===== src/rtl/act_unit_scheduler_if.sv =====
// Requester/response bus shared by the activation-unit scheduler and its clients.
// master = requester side, slave = scheduler side.
interface act_unit_scheduler_if #(
  parameter int NREQ = 4,
  parameter int W    = 18,
  parameter int IDW  = 2
);
  logic [NREQ-1:0]   req_valid;
  logic [NREQ*W-1:0] req_data;
  logic [NREQ-1:0]   req_ready;
  logic              resp_valid;
  logic [IDW-1:0]    resp_id;
  logic [W-1:0]      resp_data;

  modport master (
    output req_valid, req_data,
    input  req_ready, resp_valid, resp_id, resp_data
  );

  modport slave (
    input  req_valid, req_data,
    output req_ready, resp_valid, resp_id, resp_data
  );
endinterface


===== src/rtl/act_unit_scheduler.sv =====
// Round-robin scheduler sharing one pipelined activation unit among NREQ clients.
// Optional ACT_ISSUE_CNT_EN adds a 32-bit issue_cnt of act_start pulses.
module act_unit_scheduler #(
  parameter int QN   = 6,
  parameter int QM   = 11,
  parameter int NREQ = 4,
  parameter int LAT  = 4,
  parameter int II   = 2,
  localparam int W   = QN + QM + 1,
  localparam int IDW = (NREQ > 1) ? $clog2(NREQ) : 1
) (
  input  logic                   clk,
  input  logic                   reset,
  act_unit_scheduler_if.slave    bus,
  output logic                   act_start,
  output logic [W-1:0]           act_operand,
  input  logic [W-1:0]           act_result,
  output logic                   busy
`ifdef ACT_ISSUE_CNT_EN
  ,
  output logic [31:0]            issue_cnt
`endif
);

  localparam int GW = (II > 1) ? $clog2(II) : 1;

  logic [IDW-1:0]  ptr;
  logic [GW-1:0]   gap_cnt;
  logic            gnt_any;
  logic [IDW-1:0]  gnt_id;
  logic [IDW-1:0]  idx;
  logic [IDW-1:0]  ptr_nxt;
  logic [IDW-1:0]  act_id;
  logic [LAT-1:0]  tag_v;
  logic [IDW-1:0]  tag_id [LAT];

  // Scan from the pointer upward, wrapping; first valid requester wins.
  always_comb begin
    gnt_any = 1'b0;
    gnt_id  = '0;
    idx     = '0;
    if (!reset && gap_cnt == '0) begin
      for (int k = 0; k < NREQ; k++) begin
        idx = IDW'((int'(ptr) + k) % NREQ);
        if (!gnt_any && bus.req_valid[idx]) begin
          gnt_any = 1'b1;
          gnt_id  = idx;
        end
      end
    end
  end

  always_comb begin
    bus.req_ready = '0;
    if (gnt_any)
      bus.req_ready[gnt_id] = 1'b1;
  end

  assign ptr_nxt = (gnt_id == IDW'(NREQ - 1)) ? '0 : gnt_id + 1'b1;

  always_ff @(posedge clk) begin
    if (reset) begin
      ptr         <= '0;
      gap_cnt     <= '0;
      act_start   <= 1'b0;
      act_operand <= '0;
      act_id      <= '0;
    end else begin
      if (gnt_any) begin
        ptr     <= ptr_nxt;
        gap_cnt <= GW'(II - 1);
      end else if (gap_cnt != '0) begin
        gap_cnt <= gap_cnt - GW'(1);
      end
      act_start <= gnt_any;
      if (gnt_any) begin
        act_operand <= bus.req_data[gnt_id*W +: W];
        act_id      <= gnt_id;
      end
    end
  end

  // Tag stage LAT-1 is valid exactly when act_result belongs to it.
  always_ff @(posedge clk) begin
    if (reset) begin
      tag_v <= '0;
      for (int i = 0; i < LAT; i++)
        tag_id[i] <= '0;
    end else begin
      tag_v[0]  <= act_start;
      tag_id[0] <= act_id;
      for (int i = 1; i < LAT; i++) begin
        tag_v[i]  <= tag_v[i-1];
        tag_id[i] <= tag_id[i-1];
      end
    end
  end

  always_ff @(posedge clk) begin
    if (reset) begin
      bus.resp_valid <= 1'b0;
      bus.resp_id    <= '0;
      bus.resp_data  <= '0;
    end else begin
      bus.resp_valid <= tag_v[LAT-1];
      if (tag_v[LAT-1]) begin
        bus.resp_id   <= tag_id[LAT-1];
        bus.resp_data <= act_result;
      end
    end
  end

  assign busy = act_start | (|tag_v) | bus.resp_valid;

`ifdef ACT_ISSUE_CNT_EN
  logic [31:0] icnt;

  always_ff @(posedge clk) begin
    if (reset)
      icnt <= '0;
    else if (act_start)
      icnt <= icnt + 32'd1;
  end

  assign issue_cnt = icnt;
`endif

endmodule

===== src/flat_wrapper.sv =====
// flat-port wrapper written by rule: the top's interface ports become plain ports
module act_unit_scheduler_flat 
#(
  parameter int QN   = 6,
  parameter int QM   = 11,
  parameter int NREQ = 4,
  parameter int LAT  = 4,
  parameter int II   = 2,
  localparam int W   = QN + QM + 1,
  localparam int IDW = (NREQ > 1) ? $clog2(NREQ) : 1
)
  (clk, reset, act_start, act_operand, act_result, busy, bus_req_valid, bus_req_data, bus_req_ready, bus_resp_valid, bus_resp_id, bus_resp_data);
  act_unit_scheduler_if #(.NREQ(NREQ)) bus_i ();
  input  logic clk;
  input  logic reset;
  output logic act_start;
  output logic [W-1:0] act_operand;
  input  logic [W-1:0] act_result;
  output logic busy;
  input wire logic [$bits(bus_i.req_valid)-1:0] bus_req_valid;
  input wire logic [$bits(bus_i.req_data)-1:0] bus_req_data;
  output wire logic [$bits(bus_i.req_ready)-1:0] bus_req_ready;
  output wire logic [$bits(bus_i.resp_valid)-1:0] bus_resp_valid;
  output wire logic [$bits(bus_i.resp_id)-1:0] bus_resp_id;
  output wire logic [$bits(bus_i.resp_data)-1:0] bus_resp_data;
  assign bus_i.req_valid = bus_req_valid;
  assign bus_i.req_data = bus_req_data;
  assign bus_req_ready = bus_i.req_ready;
  assign bus_resp_valid = bus_i.resp_valid;
  assign bus_resp_id = bus_i.resp_id;
  assign bus_resp_data = bus_i.resp_data;
  act_unit_scheduler #(.QN(QN), .QM(QM), .NREQ(NREQ), .LAT(LAT), .II(II)) u_core (.clk(clk), .reset(reset), .bus(bus_i), .act_start(act_start), .act_operand(act_operand), .act_result(act_result), .busy(busy));
endmodule

===== config.mk =====
export PLATFORM = sky130hd
export DESIGN_NAME = act_unit_scheduler_flat
export DESIGN_NICKNAME = d
export VERILOG_FILES = /design/src/rtl/act_unit_scheduler_if.sv /design/src/rtl/act_unit_scheduler.sv /design/src/flat_wrapper.sv
export SDC_FILE = /design/constraint.sdc
export NUM_CORES = 1
export LEC_CHECK = 0
export BUFFER_PORTS_ARGS = -buffer_cell sky130_fd_sc_hd__buf_4
export CAP_MARGIN = 20
export CORE_MARGIN = 3
export CORE_UTILIZATION = 41
export DETAILED_ROUTE_END_ITERATION = 12
export PLACE_DENSITY = 0.77
export SYNTH_ARGS = -nofsm -noshare
export SYNTH_HDL_FRONTEND = slang
export SYNTH_SLANG_ARGS = --single-unit

===== constraint.sdc =====
create_clock -name clk -period 1.85 [get_ports clk]
set_clock_uncertainty 0.2 [all_clocks]
set_input_delay 0.2775 -clock clk [delete_from_list [all_inputs] [get_ports clk]]
set_output_delay 0.2775 -clock clk [all_outputs]
set_load 0.02 [all_outputs]

## Yosys cells after proc, flatten, opt, wreduce, memory -nomap -nowiden

Memory sizes are Yosys's and may differ from the RTL's. A register that Yosys moved wholly into a read port is not among the register bits.
Index checks and enable logic that the tools add are counted.
W data, S select, Z words.

- Flip-flop bits (word level): 47
- Memories: 1
- Word-level logic and storage cells: 74
- Bits of input ports: 96
- RAM bits: 8
- Output and inout port bits: 45

- Bitwise gates (word level): 7
- Reduce and logical (&&, ||, !) cells: 10
- Multiply operators: 1
- Mux-type cells: 34
- Shift operators: 1
- Add/sub/neg operators: 5
- $lt $le $gt $ge: 6
- Equality and inequality tests: 1

Memories:

| memory | words | bits a word | read ports | clocked after memory_dff | wr ports | line | RTL |
|---|---|---|---|---|---|---|---|
| u_core.tag_id | 4 | 2 | 4 | 1 | 4 | act_unit_scheduler.sv:35 | `logic [IDW-1:0] tag_id [LAT];` |

Operators with widths:

| kind | number |
|---|---|
| $shiftx A72 B8 Y18 | 1 |
| $mux W2 | 10 |
| $mux W1 | 18 |
| $lt A2 B3 Y1 const B | 5 |
| $bmux W1 S2 | 4 |
| $mul A2 B4 Y6 const B | 1 |
| $or A1 B1 Y1 | 6 |
| $logic_and A1 B1 Y1 | 5 |
| $add A2 B1 Y2 const B | 2 |
| $add A2 B2 Y2 const B | 2 |
| $logic_not A1 Y1 | 4 |
| $mux W4 | 1 |
| $reduce_or A4 Y1 | 1 |
| $demux W1 S2 | 1 |
| $eq A2 B2 Y1 const B | 1 |
| $ge A2 B1 Y1 const B | 1 |
| $not A1 Y1 | 1 |
| $sub A1 B1 Y1 const B | 1 |

## Depth between registers and ports, before layout

Gate-level depths: netlist (run 1).

- Word-level depth: 21
- Depth in mapped cells: 7
- Gate-level depth less buffers: 7

## Least setup slack after synthesis (run 1)

No wires, ideal clock.

- Kind: reg2out
- Start point: register u_core.ptr[0]
- End point: output bus_req_ready[1]
- Stages on the path, launching flop included: 8
- Path slack: -0.279 ns
- Data required time: 1.372 ns
- Arrival: 1.651 ns
- Buffers on the path: 2
- Cells stage by stage: dfxtp_1 nand2b_1 o311a_1 o211ai_2 buf_4 buf_6 ha_1 and2_1

- Word-level cells in the longest chain between the ends: 21
- Elaborated cells on any way between the ends: 36

RTL lines:

| item | line | RTL |
|---|---|---|
| start: declaration | act_unit_scheduler.sv:27 | `logic [IDW-1:0] ptr;` |
| start signal: assignment | act_unit_scheduler.sv:70 | `ptr <= ptr_nxt;` |
| $bmux W1 S2 | act_unit_scheduler.sv:45 | `if (!gnt_any && bus.req_valid[idx]) begin` |
| $mux W1 (not written as such) | act_unit_scheduler.sv:45 |  |
| $mux W1 | act_unit_scheduler.sv:45 |  |
| $mux W1 | act_unit_scheduler.sv:42 | `if (!reset && gap_cnt == '0) begin` |
| $logic_not A1 Y1 | act_unit_scheduler.sv:45 |  |
| $logic_and A1 B1 Y1 | act_unit_scheduler.sv:45 |  |
| $mux W1 | act_unit_scheduler.sv:45 |  |
| $mux W1 | act_unit_scheduler.sv:42 |  |
| [5 not listed] | - |  |
| $logic_and A1 B1 Y1 | act_unit_scheduler.sv:45 |  |
| $mux W2 | act_unit_scheduler.sv:45 |  |
| $mux W2 | act_unit_scheduler.sv:42 |  |
| $lt A2 B3 Y1 (not written as such) / $ge A2 B1 Y1 (equally long branches) | act_unit_scheduler.sv:56 | `bus.req_ready[gnt_id] = 1'b1;` |
| $logic_and A1 B1 Y1 (not written as such) | act_unit_scheduler.sv:56 |  |
| $mux W1 (not written as such) | act_unit_scheduler.sv:56 |  |
| $demux W1 S2 | - |  |
| $mux W4 * | act_unit_scheduler.sv:55 | `if (gnt_any)` |
| end: declaration | flat_wrapper.sv:22 | `output wire logic [$bits(bus_i.req_ready)-1:0] bus_req_ready;` |

Every way passes the cells marked *; elsewhere a longest branch is shown, timed or not. The select of a mux whose other input is x is not followed.

## Final worst setup path (run 1)

- Start point: register u_core.ptr[1]
- End point: output bus_req_ready[0]

- Word-level cells in the longest chain between the ends: 21
- Elaborated cells on any way between the ends: 36

RTL lines:

| item | line | RTL |
|---|---|---|
| $bmux W1 S2 | act_unit_scheduler.sv:45 |  |
| $mux W1 (not written as such) | act_unit_scheduler.sv:45 |  |
| $mux W1 | act_unit_scheduler.sv:45 |  |
| $mux W1 | act_unit_scheduler.sv:42 |  |
| $logic_not A1 Y1 | act_unit_scheduler.sv:45 |  |
| $logic_and A1 B1 Y1 | act_unit_scheduler.sv:45 |  |
| $mux W1 | act_unit_scheduler.sv:45 |  |
| $mux W1 | act_unit_scheduler.sv:42 |  |
| [6 not listed] | - |  |
| $mux W2 * | act_unit_scheduler.sv:45 |  |
| $mux W2 * | act_unit_scheduler.sv:42 |  |
| via u_core.gnt_id[0] | act_unit_scheduler.sv:30 | `logic [IDW-1:0] gnt_id;` |
| $lt A2 B3 Y1 (not written as such) / $ge A2 B1 Y1 (equally long branches) | act_unit_scheduler.sv:56 |  |
| $logic_and A1 B1 Y1 (not written as such) | act_unit_scheduler.sv:56 |  |
| $mux W1 (not written as such) | act_unit_scheduler.sv:56 |  |
| $demux W1 S2 * | - |  |
| $mux W4 * | act_unit_scheduler.sv:55 |  |

The timed path passes the listed nets; every way through them passes the cells marked *. The select of a mux whose other input is x is not followed.

==> run summary, run 1 <==
Clock Root Buffer = clkbuf_8
clock slew seen by the registers of the worst setup and hold paths = 0.09 ns
relative slew slack = 0.726
core area = 6100 um2
post-synth net total = 353
Port Buffers = 140
LEAKAGE = 1.95 nW
Die Wd = 86.5 um
final setup fails = 21
CP startpoint kind = flip-flop
fill count = 470
first-pass GRT wire length = 12,200 um
Max Root-Sink Buffers = 2
sequential area share after synthesis = 0.422
antenna violations before repair = 0
critical path type = reg -> out
starting density of the core = 0.435
Slew @ Worst Pin = 0.410 ns
Vert. Die Dim = 86.5 um
Worst Path Max Fanout = 8
period utilization = 1.22
fin. max-slew vios = 0
drt wl/cell = 15.3 um
part of the power in the clock network = 0.231
clk sink count = 56
PnR worst setup slack = -0.407 ns
run status = finished, violations left
area grow syn2layout = 64.1%
Residual DRC = 0
layout cell share with drive strength beyond 1 = 0.536
synthesized flop and latch total = 56
Netlist Area Pre-Place = 2650 um2
IR drop worst, VDD = 443 uV
Crit. End Element = output port
DR vias = 2,555
Worst EP arrival = 1.78 ns
area of the multi-input gates = 1580 um2
total CTS buffers = 5
FF/Latch Area = 1130 um2
Worst Hold Class = in -> reg
TritonCTS clock tree = done
H-tree levels = 2
PwrDens = 735 nW/um2
top achievable clock speed = 443 MHz
layout net count = 519
dpl ws = -0.213 ns
post-synthesis cell count = 253
GP Congestion = 0.895
crit path time final = 2.26 ns
DR iter-0 viols = 98
failing checks = setup timing
Final Hold Fails = 0
RSZ-0062 raised after global routing = yes
GRT Resource Usage Total = 0.201
drt via density = 5.16
Final ANT Viol Nets = 0
grt ovf = 0
sequential share of power = 0.420
synth warn = 0
cell internal pwr = 2.27 mW
switching pwr = 0.928 mW
Post-DP Area = 3960 um2
Total Wirelength = 7560 um
Clk Latency, worst-skew pair = 0.31 ns
commonest non-fill, non-tap cells in the layout = buf_4 (157), dfxtp_1 (54), mux2i_1 (38)
Crit path required time = 1.37 ns
n_diodes = 0
post-route cell area = 4360 um2
first-pass iteration count of the detailed router = 4
largest net degree at the start of global routing = 43
number of global-route vias before repair = 2,620
post-synth cell types = 46
DIE AREA = 7470 um2
Mean Syn Cell Area = 10.5 um2
Gate power share = 0.348
max cap viols = 0
most common cell after layout, fill and taps aside = buf_4
number of I/O pins = 141
hpwl dp = 5760 um
Core Rows = 28
Switching Fraction = 0.290
per-layer routing:
layer  part of all wire  global-route usage
met5                  0                   0
met4              0.014              0.0524
met3              0.097              0.0646
met2               0.50               0.341
met1               0.39               0.246
kinds of logic after synthesis:
| family | synth area share |
|---|---|
| flops | 0.422 |
| simple gates | 0.174 |
| fa+ha+maj | 0.0189 |
| compound gates | 0.147 |
| mux | 0.192 |
| buf+inv | 0.0457 |
registers in the layout, indices dropped and copies added, names as in the netlist:
name / cells
u_core.act_operand: 18
u_core.bus.resp_data: 18
u_core.tag_id: 8
u_core.tag_v: 4
u_core.act_id: 2
u_core.bus.resp_id: 2
u_core.ptr: 2
u_core.act_start: 1
u_core.bus.resp_valid: 1
cell type report:
cell class                 count  share of cell area
multi-input combinational    179               0.363
inverter                       4             0.00345
sequential                    56               0.259
clock buffer                   7              0.0224
timing repair buffer         173               0.329
tap                           75              0.0215
clock inverter                 1             0.00201
synth_stat cells, drive strengths merged:
cell / number / area [um2]
dfxtp: 56 / 1120
mux2i: 51 / 510
nor2: 27 / 118
o221ai: 17 / 193
nand2: 16 / 62.6
nor2b: 14 / 87.6
buf: 8 / 83.8
nand3b: 7 / 52.6
clkbuf: 6 / 22.5
o21ai: 6 / 41.3
a21oi: 5 / 36.3
and2: 5 / 31.3
ha: 4 / 50.1
inv: 4 / 15.0
a21o: 3 / 22.5
nand2b: 3 / 21.3
a22oi: 2 / 15.0
nand3: 2 / 10.0
nor4: 2 / 18.8
o21bai: 2 / 15.0
o31ai: 2 / 20.0
a211o: 1 / 8.76
and3: 1 / 6.26
and4bb: 1 / 12.5
nor3: 1 / 16.3
nor4bb: 1 / 10.0
o211ai: 1 / 12.5
o21a: 1 / 7.51
o311a: 1 / 10.0
o311ai: 1 / 8.76
or2b: 1 / 7.51
or3: 1 / 6.26
final timing paths:
path                  startpoint                      end  slack, ns  cells past startpoint
max                u_core.ptr[1]         bus_req_ready[0]      -0.41                      7
min                act_result[7]  u_core.bus.resp_data[7]       0.01                      3
max reg2reg        u_core.ptr[1]    u_core.act_operand[0]      -0.15                      8
min reg2reg  u_core.tag_id[0][1]      u_core.tag_id[1][1]       0.24                      1
metrics by stage:
stage,hold slack [ns],setup TNS (ns),util,total power [mW],instances
final,0.0107,-3.25,0.714,3.20,495
after global routing,0.00768,-5.55,0.714,3.37,495
after CTS,0.00294,-3.45,0.705,3.20,494
after detailed placement,0.226,-3.69,0.650,2.31,478
after global placement,0.216,-3.14,0.650,2.30,478
after floorplan,0.161,-0.259,-,1.88,253
timing repair:
item | 4_1_cts | 5_1_grt
hold buffers | 2 | 0
resized for setup | 24 | 11
hold endpoints to repair | 2 | 0
pin swaps | 10 | 5
setup endpoints to repair | 21 | 24
setup buffers | 4 | 2
gates cloned | 2 | 0
power by group through the flow:
stage	clock network, mW	logic (mW)	registers [mW]
2_1_floorplan	0	0.435	1.45
3_3_place_gp	0	0.927	1.37
3_5_place_dp	0	0.938	1.37
4_1_cts	0.767	1.08	1.35
5_1_grt	0.820	1.19	1.36
6_report	0.741	1.12	1.35
worst max-delay path, cell delays in order, from the launching register on:
cell and delay, ns:
dfxtp_4 0.40, mux2i_4 0.26, o21ai_4 0.08, nor3_4 0.22
inv_2 0.11, ha_4 0.17, and2_4 0.13, buf_6 0.12
No activity file was read; power rests on OpenSTA's default activity.
==> inputs of run 2 (changes only) <==
Settings changed: CORE_ASPECT_RATIO set to 1.2.
==> run 2 against run 1 <==
  * Largest power group unchanged
  * Critical path type unchanged
  * Clock power fell by 10%
  * Flip-flop and latch count is the same
  * Highest routed layer unchanged
  * The flow still finishes with violations (setup timing)
  * Via count hardly changed
  * Count of clock-buffer cells in the layout shrank 2
==> run summary, run 2 (synthesis gave the netlist of run 1 again) <==
run status = finished, violations left
failing checks = setup timing
Switching Fraction = 0.299
n_diodes = 0
period utilization = 1.26
Final Hold Fails = 0
Vert. Die Dim = 94.1 um
Worst EP arrival = 1.85 ns
first-pass iteration count of the detailed router = 5
area of the multi-input gates = 1590 um2
most common cell after layout, fill and taps aside = buf_4
layout net count = 529
largest registers = u_core.act_operand: 18 flops, u_core.bus.resp_data: 18 flops, u_core.tag_id: 8 flops
clock slew seen by the registers of the worst setup and hold paths = 0.09 ns
total CTS buffers = 5
top achievable clock speed = 429 MHz
Clk Latency, worst-skew pair = 0.31 ns
PnR worst setup slack = -0.479 ns
GRT Resource Usage Total = 0.197
switching pwr = 0.939 mW
GP Congestion = 0.868
hold slack = 0.00386 ns
CP startpoint kind = flip-flop
Residual DRC = 0
max cap viols = 0
Final ANT Viol Nets = 0
area grow syn2layout = 67.1%
fin. max-slew vios = 0
sequential share of power = 0.428
DIE AREA = 7480 um2
RSZ-0062 raised after global routing = yes
layout cell share with drive strength beyond 1 = 0.542
FF/Latch Area = 1130 um2
antenna violations before repair = 0
drt wl/cell = 14.4 um
PwrDens = 708 nW/um2
Worst Hold Class = in -> reg
core area = 6170 um2
crit path time final = 2.33 ns
first-pass GRT wire length = 11,600 um
post-layout util = 0.719
number of I/O pins = 141
TritonCTS clock tree = done
grt ovf = 0
Crit path required time = 1.37 ns
Gate power share = 0.360
fill count = 461
Worst Path Max Fanout = 8
starting density of the core = 0.430
Crit. End Element = output port
critical path type = reg -> out
H-tree levels = 2
Core Rows = 31
Die Wd = 79.4 um
Top delay family on crit path = flip-flops
drt via density = 4.99
DR iter-0 viols = 98
crit-path cells = mux2i_4 -> o21ai_4 -> nor3_4 -> inv_2 -> ha_4 -> and2_4 -> buf_6
Bufs and invs on worst path = 2
largest net degree at the start of global routing = 43
cell internal pwr = 2.20 mW
Crit-path slowest cell = dfxtp_4
DR vias = 2,553
clk sink count = 56
hpwl dp = 5390 um
final setup fails = 22
part of the power in the clock network = 0.212
Slew @ Worst Pin = 0.408 ns
commonest non-fill, non-tap cells in the layout = buf_4 (163), dfxtp_1 (54), mux2i_1 (38)
Clock Root Buffer = clkbuf_8
CP max stage delay = 0.41 ns
LEAKAGE = 1.98 nW
number of global-route vias before repair = 2,520
Total Wirelength = 7380 um
relative slew slack = 0.728
Max Root-Sink Buffers = 2
Port Buffers = 140
IR drop worst, VDD = 419 uV
## run 2: per-layer routing
metal  global-route usage  vias up  routed length (um)
met5                    0        -                   0
met4               0.0516        0                  76
met3               0.0758        6                 820
met2                0.345      119                3660
met1                0.222     1168                2820
li1                     -     1260                   -
## run 2: cell type report
type                       instances  share of cell area
clock buffer                       5              0.0155
clock inverter                     3             0.00508
inverter                           4             0.00339
multi-input combinational        179               0.358
sequential                        56               0.254
tap                               82              0.0231
timing repair buffer             183               0.341
## run 2: path summary, 6_finish.rpt
| path | startpoint | to | slack (ns) | cells past startpoint |
|---|---|---|---|---|
| max | u_core.ptr[1] | bus_req_ready[2] | -0.48 | 7 |
| min | act_result[12] | u_core.bus.resp_data[12] | 0.004 | 3 |
| max reg2reg | u_core.ptr[1] | u_core.act_operand[17] | -0.22 | 9 |
| min reg2reg | u_core.tag_id[1][1] | u_core.tag_id[2][1] | 0.25 | 1 |
## run 2: stage by stage
step	setup WS, ns	std cells	total power [mW]	setup TNS (ns)	instance area [um2]
2_1_floorplan	-0.116	253	1.88	-0.259	2700
3_3_place_gp	-0.247	486	2.26	-2.06	3950
3_5_place_dp	-0.265	486	2.28	-2.56	3950
4_1_cts	-0.501	510	3.15	-5.73	4390
5_1_grt	-0.576	512	3.32	-6.66	4440
6_report	-0.479	512	3.14	-4.60	4440
## run 2: tightest hold or removal path: cells and delay by family
family	cells	cell delay [ns]
buf+inv	1	0.08
mux	1	0.05
simple gates	1	0.07
## run 2: repair_timing
item	in CTS	in global routing
setup endpoints to repair	21	23
pin swaps	14	10
endpoints found under the hold margin	5	1
buffers inserted	10	3
resized for setup	31	11
hold buffers	5	1
cloned	3	0
## run 2: power by group through the flow
stage	sequential, mW	combinational, mW	clock (mW)
after global placement	1.37	0.894	0
after floorplan	1.45	0.435	0
after CTS	1.35	1.12	0.684
final	1.35	1.13	0.666
after global routing	1.36	1.21	0.750
after detailed placement	1.37	0.908	0
